$ cat config.mk
export PLATFORM = sky130hd
export DESIGN_NAME = qpu_dtcm_icb_master
export DESIGN_NICKNAME = d
export VERILOG_FILES = /design/src/rtl/qpu_dtcm_icb_master_pkg.sv /design/src/rtl/qpu_dtcm_icb_master.sv
export SDC_FILE = /design/constraint.sdc
export NUM_CORES = 1
export LEC_CHECK = 0
export CAP_MARGIN = 20
export CELL_PAD_IN_SITES_DETAIL_PLACEMENT = 1
export CELL_PAD_IN_SITES_GLOBAL_PLACEMENT = 1
export CORE_ASPECT_RATIO = 1.25
export CORE_MARGIN = 3
export CORE_UTILIZATION = 27
export DETAILED_ROUTE_END_ITERATION = 10
export HOLD_SLACK_MARGIN = 0.1
export PLACE_DENSITY_LB_ADDON = 0.1
export SLEW_MARGIN = 30
export SYNTH_ARGS = -nofsm -noshare
export SYNTH_HDL_FRONTEND = slang
export SYNTH_SLANG_ARGS = --single-unit
export TNS_END_PERCENT = 50
$ cat constraint.sdc
create_clock -name clk -period 4.4 [get_ports clk]
set_clock_uncertainty 0.1 [all_clocks]
set_input_delay 1.32 -clock clk [delete_from_list [all_inputs] [get_ports clk]]
set_output_delay 1.32 -clock clk [all_outputs]
set_load 0.01 [all_outputs]
$ cat src/rtl/qpu_dtcm_icb_master_pkg.sv
`default_nettype none
// ============================================================================
//  Module   : qpu_dtcm_icb_master_pkg
//  Purpose  : Shared constants for the DTCM ICB block-transfer initiator:
//             FSM state encoding, full-word write mask and word address step.
//  Ports    : none (package)
//  Revision : 1.0 - initial release
// ============================================================================
package qpu_dtcm_icb_master_pkg;

    // FSM state encoding
    localparam logic [2:0] c_ST_IDLE  = 3'd0;
    localparam logic [2:0] c_ST_CMD   = 3'd1;
    localparam logic [2:0] c_ST_RSP   = 3'd2;
    localparam logic [2:0] c_ST_RDOUT = 3'd3;
    localparam logic [2:0] c_ST_FIN   = 3'd4;

    // All four byte lanes enabled for a full-word write
    localparam logic [3:0] c_WMASK_FULL = 4'hF;

    // Byte distance between consecutive words
    localparam int unsigned c_ADDR_STEP = 4;

endpackage : qpu_dtcm_icb_master_pkg
`default_nettype wire

$ cat src/rtl/qpu_dtcm_icb_master.sv
`default_nettype none
// ============================================================================
//  Module   : qpu_dtcm_icb_master
//  Purpose  : ICB initiator that copies word blocks into / out of the DTCM,
//             one single-beat transaction at a time (single outstanding).
//  Ports    : clk/rst           - clock, synchronous active-high reset
//             req_*             - block request (read flag, start addr, length)
//             wr_*              - write-data stream (valid/ready)
//             rd_*              - registered read-data stream (valid/ready)
//             busy/done         - block in progress / one-cycle completion pulse
//             icb_cmd_*/icb_rsp_* - ICB command and response channels
//  Revision : 1.0 - initial release
// ============================================================================
module qpu_dtcm_icb_master
    import qpu_dtcm_icb_master_pkg::*;
#(
    parameter int AW    = 16,
    parameter int DW    = 32,
    parameter int LEN_W = 8
) (
    input  logic             clk,
    input  logic             rst,
    input  logic             req_valid,
    output logic             req_ready,
    input  logic             req_read,
    input  logic [AW-1:0]    req_addr,
    input  logic [LEN_W-1:0] req_len,
    input  logic             wr_valid,
    output logic             wr_ready,
    input  logic [DW-1:0]    wr_data,
    output logic             rd_valid,
    input  logic             rd_ready,
    output logic [DW-1:0]    rd_data,
    output logic             busy,
    output logic             done,
    output logic             icb_cmd_valid,
    input  logic             icb_cmd_ready,
    output logic [AW-1:0]    icb_cmd_addr,
    output logic             icb_cmd_read,
    output logic [DW-1:0]    icb_cmd_wdata,
    output logic [3:0]       icb_cmd_wmask,
    input  logic             icb_rsp_valid,
    output logic             icb_rsp_ready,
    input  logic [DW-1:0]    icb_rsp_rdata
);

    logic [2:0]       r_state;
    logic [AW-1:0]    r_addr;
    logic [LEN_W-1:0] r_cnt;
    logic             r_read;
    logic [DW-1:0]    r_rd_data;

    logic w_in_cmd;
    logic w_in_rsp;
    logic w_in_rdout;
    logic w_cmd_hs;
    logic w_advance;
    logic w_last;
    logic w_unused_addr_bits;

    assign w_in_cmd   = (r_state == c_ST_CMD);
    assign w_in_rsp   = (r_state == c_ST_RSP);
    assign w_in_rdout = (r_state == c_ST_RDOUT);
    assign w_cmd_hs   = icb_cmd_valid & icb_cmd_ready;
    assign w_last     = (r_cnt == LEN_W'(1));

    // One word finished: write response accepted, or read word drained
    assign w_advance = (w_in_rsp & icb_rsp_valid & ~r_read)
                     | (w_in_rdout & rd_ready);

    // Start address is word aligned; the byte offset is discarded
    assign w_unused_addr_bits = ^req_addr[1:0];

    always_ff @(posedge clk) begin
        if (rst) begin
            r_state   <= c_ST_IDLE;
            r_addr    <= '0;
            r_cnt     <= '0;
            r_read    <= 1'b0;
            r_rd_data <= '0;
        end else begin
            case (r_state)
                c_ST_IDLE: begin
                    if (req_valid) begin
                        r_addr  <= {req_addr[AW-1:2], 2'b00};
                        r_read  <= req_read;
                        r_cnt   <= req_len;
                        r_state <= (req_len == '0) ? c_ST_FIN : c_ST_CMD;
                    end
                end
                c_ST_CMD: begin
                    if (w_cmd_hs) begin
                        r_state <= c_ST_RSP;
                    end
                end
                c_ST_RSP: begin
                    if (icb_rsp_valid) begin
                        if (r_read) begin
                            r_rd_data <= icb_rsp_rdata;
                            r_state   <= c_ST_RDOUT;
                        end else begin
                            r_state <= w_last ? c_ST_FIN : c_ST_CMD;
                        end
                    end
                end
                c_ST_RDOUT: begin
                    if (rd_ready) begin
                        r_state <= w_last ? c_ST_FIN : c_ST_CMD;
                    end
                end
                c_ST_FIN: begin
                    r_state <= c_ST_IDLE;
                end
                default: begin
                    r_state <= c_ST_IDLE;
                end
            endcase

            // Address wraps naturally modulo 2^AW
            if (w_advance) begin
                r_addr <= r_addr + AW'(c_ADDR_STEP);
                r_cnt  <= r_cnt - LEN_W'(1);
            end
        end
    end

    assign req_ready     = (r_state == c_ST_IDLE);
    assign busy          = (r_state != c_ST_IDLE);
    assign done          = (r_state == c_ST_FIN);
    assign rd_valid      = w_in_rdout;
    assign rd_data       = r_rd_data;

    // Write commands follow the stream valid; the stream ready mirrors the
    // ICB ready so both handshakes complete in the same cycle.
    assign icb_cmd_valid = w_in_cmd & (r_read | wr_valid);
    assign icb_cmd_addr  = r_addr;
    assign icb_cmd_read  = w_in_cmd & r_read;
    assign icb_cmd_wdata = (w_in_cmd & ~r_read) ? wr_data : '0;
    assign icb_cmd_wmask = (w_in_cmd & ~r_read) ? c_WMASK_FULL : 4'h0;
    assign wr_ready      = w_in_cmd & ~r_read & icb_cmd_ready;
    assign icb_rsp_ready = w_in_rsp;

endmodule : qpu_dtcm_icb_master
`default_nettype wire

==> impl_results.md <==
- Status: complete, no violations
- Register bit total from synthesis: 58
- Main flop type after synthesis: dfxtp_1
- DR DRC count: 0
- Final Util: ~49%
- CP max stage delay: about 550 ps
- CP Cell Sequence: or3b_1 -> nor2_2 -> buf_4 -> and2_1 -> clkdlybuf4s50_1
- Vias in the first global route: 3754
- Count of final hold-check violations: 0
- Delay-heaviest family, CP: simple AND/OR/NAND/NOR gates
- Setup crit end kind: primary output
- Rows: 42
- Crit Reg-Reg Endpoint: r_cnt[5]$_SDFFE_PP0P_
- Die area: 12600 µm²
- Via count: roughly 3600
- Crit share post-route: roughly 90%
- Cell taking the most area after synthesis: dfxtp_1
- MaxCap Viol Count: 0
- RSZ-0062 raised after global routing: no
- GRT Total Usage: a little under a fifth
- LEAKAGE: 1.85 nW
- Startpoint types: flip-flop
- DR iter-0 viols: between 60 and 70
- Area of the multi-input gates: between 1500 and 2000 µm²
- Seq/Total Area, Yosys: 38.1%
- Remaining global-route overflow: 0
- Routed length per instance: 16.6 µm
- Cells on worst reg2reg path: 5
- Cts-stage hold buffer count: 0
- Die Wd: between 100 and 150 µm
- Yosys warning total: 0
- Fill count: around 1300
- P&R area growth vs syn: 73.3%
- Final TNS setup: 0 ps
- Register Area: 1160 µm²
- Post-synth top area share: 38.1%
- Core box area: 10800 µm²
- Achievable Freq: 252 MHz
- Nets: about 670
- Crit path buffers/inverters: 2
- Final HPWL DP: a little under 9000 µm
- IO Pins: roughly 190
- Post-synth EDFFs: 0
- Die H: ~120 µm
- Clk sinks: just under 60
- Setup crit start: r_state[1]$_SDFFE_PP0P_
- R2r startpoint: r_state[0]$_SDFFE_PP0P_
- Tot Pwr: about 0.0021 W
- Worst-path maximum fanout: 25
- Via/cell ratio: a little over 5
- Design Area, Final: between 5000 and 6000 µm²
- Maximum vdd drop: between 0.2 and 0.3 mV
- PD cells: ~400 nW/µm²
- Critical-path top delay cell: clkdlybuf4s50_1
- Critical path type: flip-flop to primary output
- Post-Route WL: about 12000 µm
- Cell with the most instances after synthesis: nand2_1
- Clk_lat worst skew: between 300 and 400 ps
- Detail Route Antenna Nets: 0
- Post-route minimum period: around 4000 ps
- Clock Path Buffers: 2
- Hold Crit Class: flip-flop to flip-flop
- Layout cells sized above 1: under 10%
- Postcts setup bufs: 0
- Top area cells in the synthesized netlist: dfxtp_1 38%, nand2_1 10%, and2_1 8.0%
- Cells after Synth: 399
- WP depth: 5
- Hold_ws: ~350 ps
- Register-to-register setup slack: 2230 ps
- Placed cell area: 4960 µm²
- Netlist cell types: 58
- Area of the mapped netlist: approximately 3100 µm²
- Pins Over Slew Limit: 0
- Reg clk slew, reported paths: ~50 ps
- CTS tree: yes
- Ys async rst share: 0%
- First-pass GRT wire length: 19200 µm
- Post-synth top cells: 85 x nand2_1, 58 x dfxtp_1, 44 x a21oi_1
- Initial antenna violation count: 0
- CP arrival: ~2600 ps
- H-Tree Depth: 3
- Slew HR: roughly 52%
- Maximum number of pins on one net before global-route repair: 35
- Pre-Repair DR Iteration Count: 4
- Worst setup path endpoint: icb_cmd_wdata[14]
- # setup viols final: 0
- Worst-Margin Slew: slightly above 700 ps
- Starting density of the core: between 20% and 30%
- Final Wtd Congestion: about 0.76
- CTS Buf Count: 9
- Post-CTS Resized: 0
- CP Data Required Time: roughly 3000 ps
- Port Buffers: 183
- Antenna cell count: 0
- Clk root buf: clkbuf_16
- Synthesized area per cell: between 7 and 8 µm²
==> worst min-delay path by stage <==
stage,startpoint,endpoint,depth (start not counted)
after floorplan,r_cnt[1]$_SDFFE_PP0P_,r_cnt[1]$_SDFFE_PP0P_,2
after global placement,rd_data[3]$_SDFFE_PP0P_,rd_data[3]$_SDFFE_PP0P_,2
after detailed placement,rd_data[31]$_SDFFE_PP0P_,rd_data[31]$_SDFFE_PP0P_,2
after CTS,rd_data[23]$_SDFFE_PP0P_,rd_data[23]$_SDFFE_PP0P_,2
after global routing,rd_data[31]$_SDFFE_PP0P_,rd_data[31]$_SDFFE_PP0P_,2
final,rd_data[23]$_SDFFE_PP0P_,rd_data[23]$_SDFFE_PP0P_,2
==> cell type report <==
type / count / area share [%]
flip-flops and latches: 58 / 22.0
clock inverters: 6 / 1.70
multi-input cells: 301 / 32.6
inverters: 8 / 0.568
clock buffers: 10 / 4.52
well taps: 132 / 3.12
repair buffers: 190 / 35.5
==> state kept, by name, summed over array words and instances (netlist names) <==
register / cells
icb_cmd_addr: 14
r_cnt: 8
r_read: 1
r_state: 3
rd_data: 32
==> metal layers <==
| metal | part of all wire [%] | vias to the layer above | track usage [%] |
|---|---|---|---|
| li1 | - | 1727 | - |
| met1 | 40 | 1685 | 21.2 |
| met2 | 50 | 138 | 32.6 |
| met3 | 8.8 | 7 | 6.61 |
| met4 | 1.1 | 0 | 5.71 |
| met5 | 0 | - | 0 |
==> logic make-up (layout without fill, tap and decap cells) <==
kind of cell | after synthesis | in the layout | synth area share, %
buf+inv | 41 | 214 | 6.11
flops | 58 | 58 | 38.1
simple gates | 193 | 193 | 32.0
xor+xnor | 3 | 3 | 0.862
other cells | 1 | 2 | 0.123
fa+ha+maj | 3 | 3 | 1.23
compound gates | 95 | 95 | 19.9
mux | 5 | 5 | 1.72
==> cell usage in the layout (no fill, tap or decap), drive strengths merged, types with 6 or more instances in the layout <==
| cell | n |
|---|---|
| dfxtp | 58 |
| and2 | 39 |
| o211ai | 6 |
| nand2 | 85 |
| inv | 8 |
| nand3 | 17 |
| a21oi | 44 |
| a31oi | 6 |
| o21ai | 7 |
| nor2 | 16 |
| nor3 | 7 |
| clkdlybuf4s50 | 182 |
| clkbuf | 10 |
| buf | 8 |
| a22oi | 6 |
==> where the power goes <==
part	switching (W)	leakage (nW)	total [W]	internal (W)
registers	0.0000563	0.471	0.000622	0.000565
clock network	0.000257	0.159	0.000769	0.000512
logic	0.000331	1.22	0.000733	0.000402
==> worst reg2reg max path, stage by stage (launching register included) <==
cell      delay (ps)
dfxtp_1          310
buf_4            190
nor3b_2          400
o21a_1           600
o21ai_0          180
a311oi_1         300
==> per-stage QoR <==
| stage | cells | setup slack (ps) |
|---|---|---|
| after global routing | 705 | 212 |
| after detailed placement | 689 | 469 |
| final | 705 | 430 |
| after global placement | 689 | 499 |
| after CTS | 705 | 387 |
| after floorplan | 400 | 1470 |
Note: power is estimated with default switching activity, not from simulation.
